$ cat config.mk
export PLATFORM = sky130hd
export DESIGN_NAME = fir_decim_fifo
export DESIGN_NICKNAME = d
export VERILOG_FILES = /design/src/rtl/fir_decim_fifo.sv
export SDC_FILE = /design/constraint.sdc
export NUM_CORES = 1
export LEC_CHECK = 0
export ABC_AREA = 1
export ABC_CLOCK_PERIOD_IN_PS = 3200
export CAP_MARGIN = 15
export CORE_MARGIN = 5
export CORE_UTILIZATION = 40
export DETAILED_ROUTE_END_ITERATION = 12
export MAX_ROUTING_LAYER = met4
export PLACE_DENSITY = 0.56
export SYNTH_ARGS = -nofsm -noshare
export SYNTH_HDL_FRONTEND = slang
export SYNTH_SLANG_ARGS = --single-unit
$ cat constraint.sdc
create_clock -name clk -period 3.2 [get_ports clk]
set_clock_uncertainty 0.15 [all_clocks]
set_input_delay 0.64 -clock clk [delete_from_list [all_inputs] [get_ports clk]]
set_output_delay 0.64 -clock clk [all_outputs]
set_load 0.02 [all_outputs]
$ cat src/rtl/fir_decim_fifo.sv
// Decimating FIFO that sits after the moving-average FIR. It drops the warm-up samples,
// keeps one sample in DECIM, and buffers the kept samples in a first-word-fall-through FIFO.
module fir_decim_fifo #(
  parameter int DATA_W = 16,
  parameter int DECIM  = 8,
  parameter int WARMUP = 9,
  parameter int DEPTH  = 8
) (
  input  logic                       clk,
  input  logic                       rst_n,
  input  logic                       in_en,
  input  logic signed [DATA_W-1:0]   din,
  output logic signed [DATA_W-1:0]   dout,
  output logic                       out_valid,
  input  logic                       out_ready,
  output logic [$clog2(DEPTH):0]     level,
  output logic                       overflow,
  input  logic                       ovf_clr
);

  localparam int AW = $clog2(DEPTH);
  localparam int LW = AW + 1;

  // 8-bit counters cover the full WARMUP (0..255) and DECIM (1..256) ranges.
  logic [7:0]              wcnt_q, wcnt_d;
  logic [7:0]              phase_q, phase_d;
  logic [AW-1:0]           wr_ptr_q, wr_ptr_d;
  logic [AW-1:0]           rd_ptr_q, rd_ptr_d;
  logic [LW-1:0]           level_q, level_d;
  logic                    ovf_q, ovf_d;
  logic signed [DATA_W-1:0] mem_q [DEPTH];

  logic warm_done, phase_last, push, pop, full, push_ok, drop;

  assign warm_done  = (wcnt_q == 8'(WARMUP));
  assign phase_last = (phase_q == 8'(DECIM - 1));
  assign push       = in_en && warm_done && phase_last;
  assign out_valid  = (level_q != '0);
  assign pop        = out_valid && out_ready;
  assign full       = (level_q == LW'(DEPTH));
  assign push_ok    = push && (!full || pop);
  assign drop       = push && full && !pop;

  always_comb begin
    wcnt_d   = wcnt_q;
    phase_d  = phase_q;
    wr_ptr_d = wr_ptr_q;
    rd_ptr_d = rd_ptr_q;
    level_d  = level_q;
    ovf_d    = ovf_q;

    if (in_en && !warm_done) wcnt_d = wcnt_q + 8'(1);

    // The phase wraps even when the push is dropped, so decimation alignment is kept.
    if (in_en && warm_done) phase_d = phase_last ? 8'(0) : phase_q + 8'(1);

    if (push_ok) wr_ptr_d = wr_ptr_q + AW'(1);
    if (pop)     rd_ptr_d = rd_ptr_q + AW'(1);

    if (push_ok && !pop)      level_d = level_q + LW'(1);
    else if (!push_ok && pop) level_d = level_q - LW'(1);

    if (drop)         ovf_d = 1'b1;
    else if (ovf_clr) ovf_d = 1'b0;
  end

  always_ff @(posedge clk or negedge rst_n) begin
    if (!rst_n) begin
      wcnt_q   <= '0;
      phase_q  <= '0;
      wr_ptr_q <= '0;
      rd_ptr_q <= '0;
      level_q  <= '0;
      ovf_q    <= 1'b0;
    end else begin
      wcnt_q   <= wcnt_d;
      phase_q  <= phase_d;
      wr_ptr_q <= wr_ptr_d;
      rd_ptr_q <= rd_ptr_d;
      level_q  <= level_d;
      ovf_q    <= ovf_d;
    end
  end

  always_ff @(posedge clk) begin
    if (push_ok) mem_q[wr_ptr_q] <= din;
  end

  // The head is masked while empty, so dout reads 0 after reset without clearing the array.
  assign dout     = out_valid ? mem_q[rd_ptr_q] : '0;
  assign level    = level_q;
  assign overflow = ovf_q;

endmodule

==> flow_metrics.tcl <==
set metrics [dict create \
    final_period_minus_worst_setup_slack_ns 3.12 \
    post_synth_instance_area_mm2 0.00666 \
    clock_tree.root_cell "sky130_fd_sc_hd__clkbuf_16" \
    timing.hold.worst_path_depth 2 \
    setup.worst_path.class "reg2out" \
    floorplan.initialDensity_pct 40.5 \
    finalWeightedCongestion 0.805 \
    slew_viol_final 0 \
    die_x_um 139 \
    grt_antenna_before_repair 0 \
    simple_gate_share_of_the_synthesized_area_pct 18.5 \
    crit_path_start_kind "register" \
    clk-insertion-delay-late_ns 0.42 \
    period_share_pct 97.5 \
    pin_count_of_the_biggest_net_entering_global_routing 48 \
    vdd_ir_drop_max_v 0.000497 \
    crit_path_end_kind "output port" \
    dpl-instance-area_mm2 0.00746 \
    yosys.cell_types.count 30 \
    inserted_clock_buffers 17 \
    synthTopCellsByCount "sky130_fd_sc_hd__nor2_1 (165), sky130_fd_sc_hd__edfxtp_1 (128), sky130_fd_sc_hd__o21ai_0 (85), sky130_fd_sc_hd__nand2_1 (81), sky130_fd_sc_hd__nand3_1 (33)" \
    gate_count_post_synth 618 \
    hpwl_after_detailed_placement_um 8900 \
    drive_above_1_share_pct 10.3 \
    post_layout_nonfiller_instances 917 \
    power_per_cell_area_mw_per_mm2 885 \
    syn_avg_cell_area_um2 10.8 \
    cp_max_stage_cell "sky130_fd_sc_hd__clkdlybuf4s50_1" \
    synth_nets 648 \
    cts_tree "done" \
    synth_sequential_area_ratio_pct 67.8 \
    design.core.area_mm2 0.0165 \
    p_switching_uw 2500 \
    ys_top_cells_by_area "sky130_fd_sc_hd__edfxtp_1 (58%), sky130_fd_sc_hd__dfrtp_1 (10%), sky130_fd_sc_hd__nor2_1 (9.3%), sky130_fd_sc_hd__o21ai_0 (6.4%), sky130_fd_sc_hd__nand2_1 (4.6%)" \
    final_area_mm2 0.00815 \
    htree_num_levels 4 \
    p_seq_share_pct 34.3 \
    placed_cells_incl_taps 882 \
    crit_path_max_incr_delay_ns 0.61 \
    synth.mux.area_fraction_pct 0 \
    number_of_i_o_pins 43 \
    endpoints_failing_setup 0 \
    synth-edff-count 128 \
    cts.reportedPaths.clkPinSlew_ns 0.06 \
    ff2ff_path_depth 15 \
    fin_setup_tns_ns 0 \
    worstPathBufferInverterCount 3 \
    rsz0062_at_grt "no" \
    routed_antenna_nets 0 \
    detail_route.wirelength_um 14100 \
    synth.yosys.warnings 0 \
    n_antenna_cell 0 \
    firstDrtPassIters 5 \
    share_clk_of_total_power_pct 29.6 \
    cap_viol_max_count 0 \
    fp.dieH_um 139 \
    worst-slew-pin-transition_ns 0.470 \
    buffer_ports.inserted 42 \
    ys.flop_type "sky130_fd_sc_hd__edfxtp_1" \
    critical_path.top_delay_family "buffers and inverters" \
    crit_path_cell_trace "inv_2 > buf_4 > nor2_1 > o21ai_0 > nor2_1 > nor2_1 > clkdlybuf4s50_1" \
    power_leakage_uw 0.00319 \
    comb_power_share_pct 36.1 \
    run_status "complete, no violations" \
    top_achievable_clock_speed_ghz 0.321 \
    cell_with_the_most_instances_after_synthesis "sky130_fd_sc_hd__nor2_1" \
    synth_top_family_by_area "simple AND/OR/NAND/NOR gates" \
    cellInternalPower_uw 4720 \
    globalRoute.totalOverflow 0 \
    crit_fanout 18 \
    die_area_mm2 0.0193 \
    area_delta_synth_final_pct 22.3 \
    detail_route.vias_per_cell 4.90 \
    wire_length_of_the_first_global_routing_pass_um 23100 \
    cts_hold_buffers 0 \
    slew_headroom_pct 68.4 \
    crit_required_ns 2.41 \
    finalNetCount 714 \
    critical_path_arrival_ns 2.33 \
    std_cell_rows 47 \
    via_count_of_the_first_global_routing_pass 4628 \
    vias 4495 \
    crit_top_cell "sky130_fd_sc_hd__nor2_1" \
    report.power.total_uw 7220 \
    timing.final.hold_violations 0 \
    drc 0 \
    async_flop_share_pct 17.4 \
    grt_use_total_pct 15.6 \
    compound_cell_area_share_of_the_yosys_netlist_pct 7.12 \
    cts_num_sinks 155 \
    cp.depth 7 \
    reg2reg_slack_ns 0.58 \
    hp-class "reg2reg" \
    post-synth-top-area-fraction_pct 57.7 \
    synth-xor-area-share_pct 1.18 \
    power_switching_share_pct 34.6 \
    clockBufferDepth 2 \
    detail_route.iter0.violations 237 \
    synth_area_leader_cell "sky130_fd_sc_hd__edfxtp_1" \
    synth_area_in_adders_pct 1.80 \
    avgRoutedWirePerCell_um 15.4 \
    postSynthRegisterBits 155 \
]
area by class of cell:
cell class                 instances  area (um2)
fill                            1471        8310
sequential                       155        4520
multi-input combinational        410        1910
timing repair buffer              74         716
clock buffer                      21         440
tap                              220         275
clock inverter                    11         191
inverter                          26        97.6
placed cells by master, fill, tap and decap left out, drive strengths merged:
master         netlist  routed
dlymetal6s2s         0      12
clkinv               0       3
fa                   1       1
nand2               83      83
inv                 26      27
nor2               168     168
clkdlybuf4s50        0      27
clkinvlp             0       2
o21ai               93      93
buf                 15      31
a21oi                1       1
ha                   8       8
nand3               34      34
edfxtp             128     128
bufinv               0       5
clkbuf              12      22
or2                  1       1
nor3                 2       2
nand3b               3       3
xnor2                6       6
nand4                7       7
xor2                 3       3
dfrtp               27      27
dlygate4sd2          0       3
path summary, 6_finish.rpt:
| kind | start | to |
|---|---|---|
| worst max-delay path | rd_ptr_q[0] | dout[11] |
| max in group asynchronous | rst_n | rd_ptr_q[0] |
| worst min register to register | overflow | overflow |
| worst min-delay path | overflow | overflow |
| min in group asynchronous | rst_n | wcnt_q[1] |
| worst max register to register | wcnt_q[1] | level[3] |
per-stage QoR:
step	utilization (%)	setup slack [ns]	hold WS, ns
after global routing	49.5	0.00552	0.396
after CTS	49.2	0.000473	0.365
final	49.5	0.0799	0.352
after floorplan	-	0.682	0.194
after global placement	45.3	0.147	0.327
after detailed placement	45.3	0.0702	0.344
worst min-delay path, cell delays in order (launching register included):
cell and delay [ns]:
sky130_fd_sc_hd__dfrtp_1 0.35, sky130_fd_sc_hd__nand2_1 0.07, sky130_fd_sc_hd__o21ai_2 0.05
power by group through the flow:
stage                     logic (uW)  clock network, uW  registers [uW]
after global routing            2920               2280            2500
after CTS                       2630               2180            2490
final                           2610               2140            2480
after detailed placement        2640                  0            2520
after floorplan                 1700                  0            2470
after global placement          2610                  0            2520
state kept, by name, summed over array words and instances (netlist names):
register,flops
wr_ptr_q,3
phase_q,8
level,4
overflow,1
mem_q,128
rd_ptr_q,3
wcnt_q,8
cells by family after synthesis:
family	Yosys count
adders and majority gates	9
buffers and inverters	53
AOI/OAI and AO/OA	94
DFF	155
and+or+nand+nor	298
xor gates and xnor gates	9
metal layers:
metal	GRT usage [%]	up-vias	routed length [um]
met5	-	-	0
met1	18.3	2157	6080
met3	4.24	12	691
met4	4.48	0	140
met2	26.3	87	7190
li1	-	2239	-
what timing repair did:
item | in CTS | in global routing
endpoints found under the hold margin | 0 | 0
endpoints found under the setup margin | 11 | 13
gates resized for setup | 5 | 12
buffers inserted | 0 | 3
Note: power is estimated with default switching activity, not from simulation.
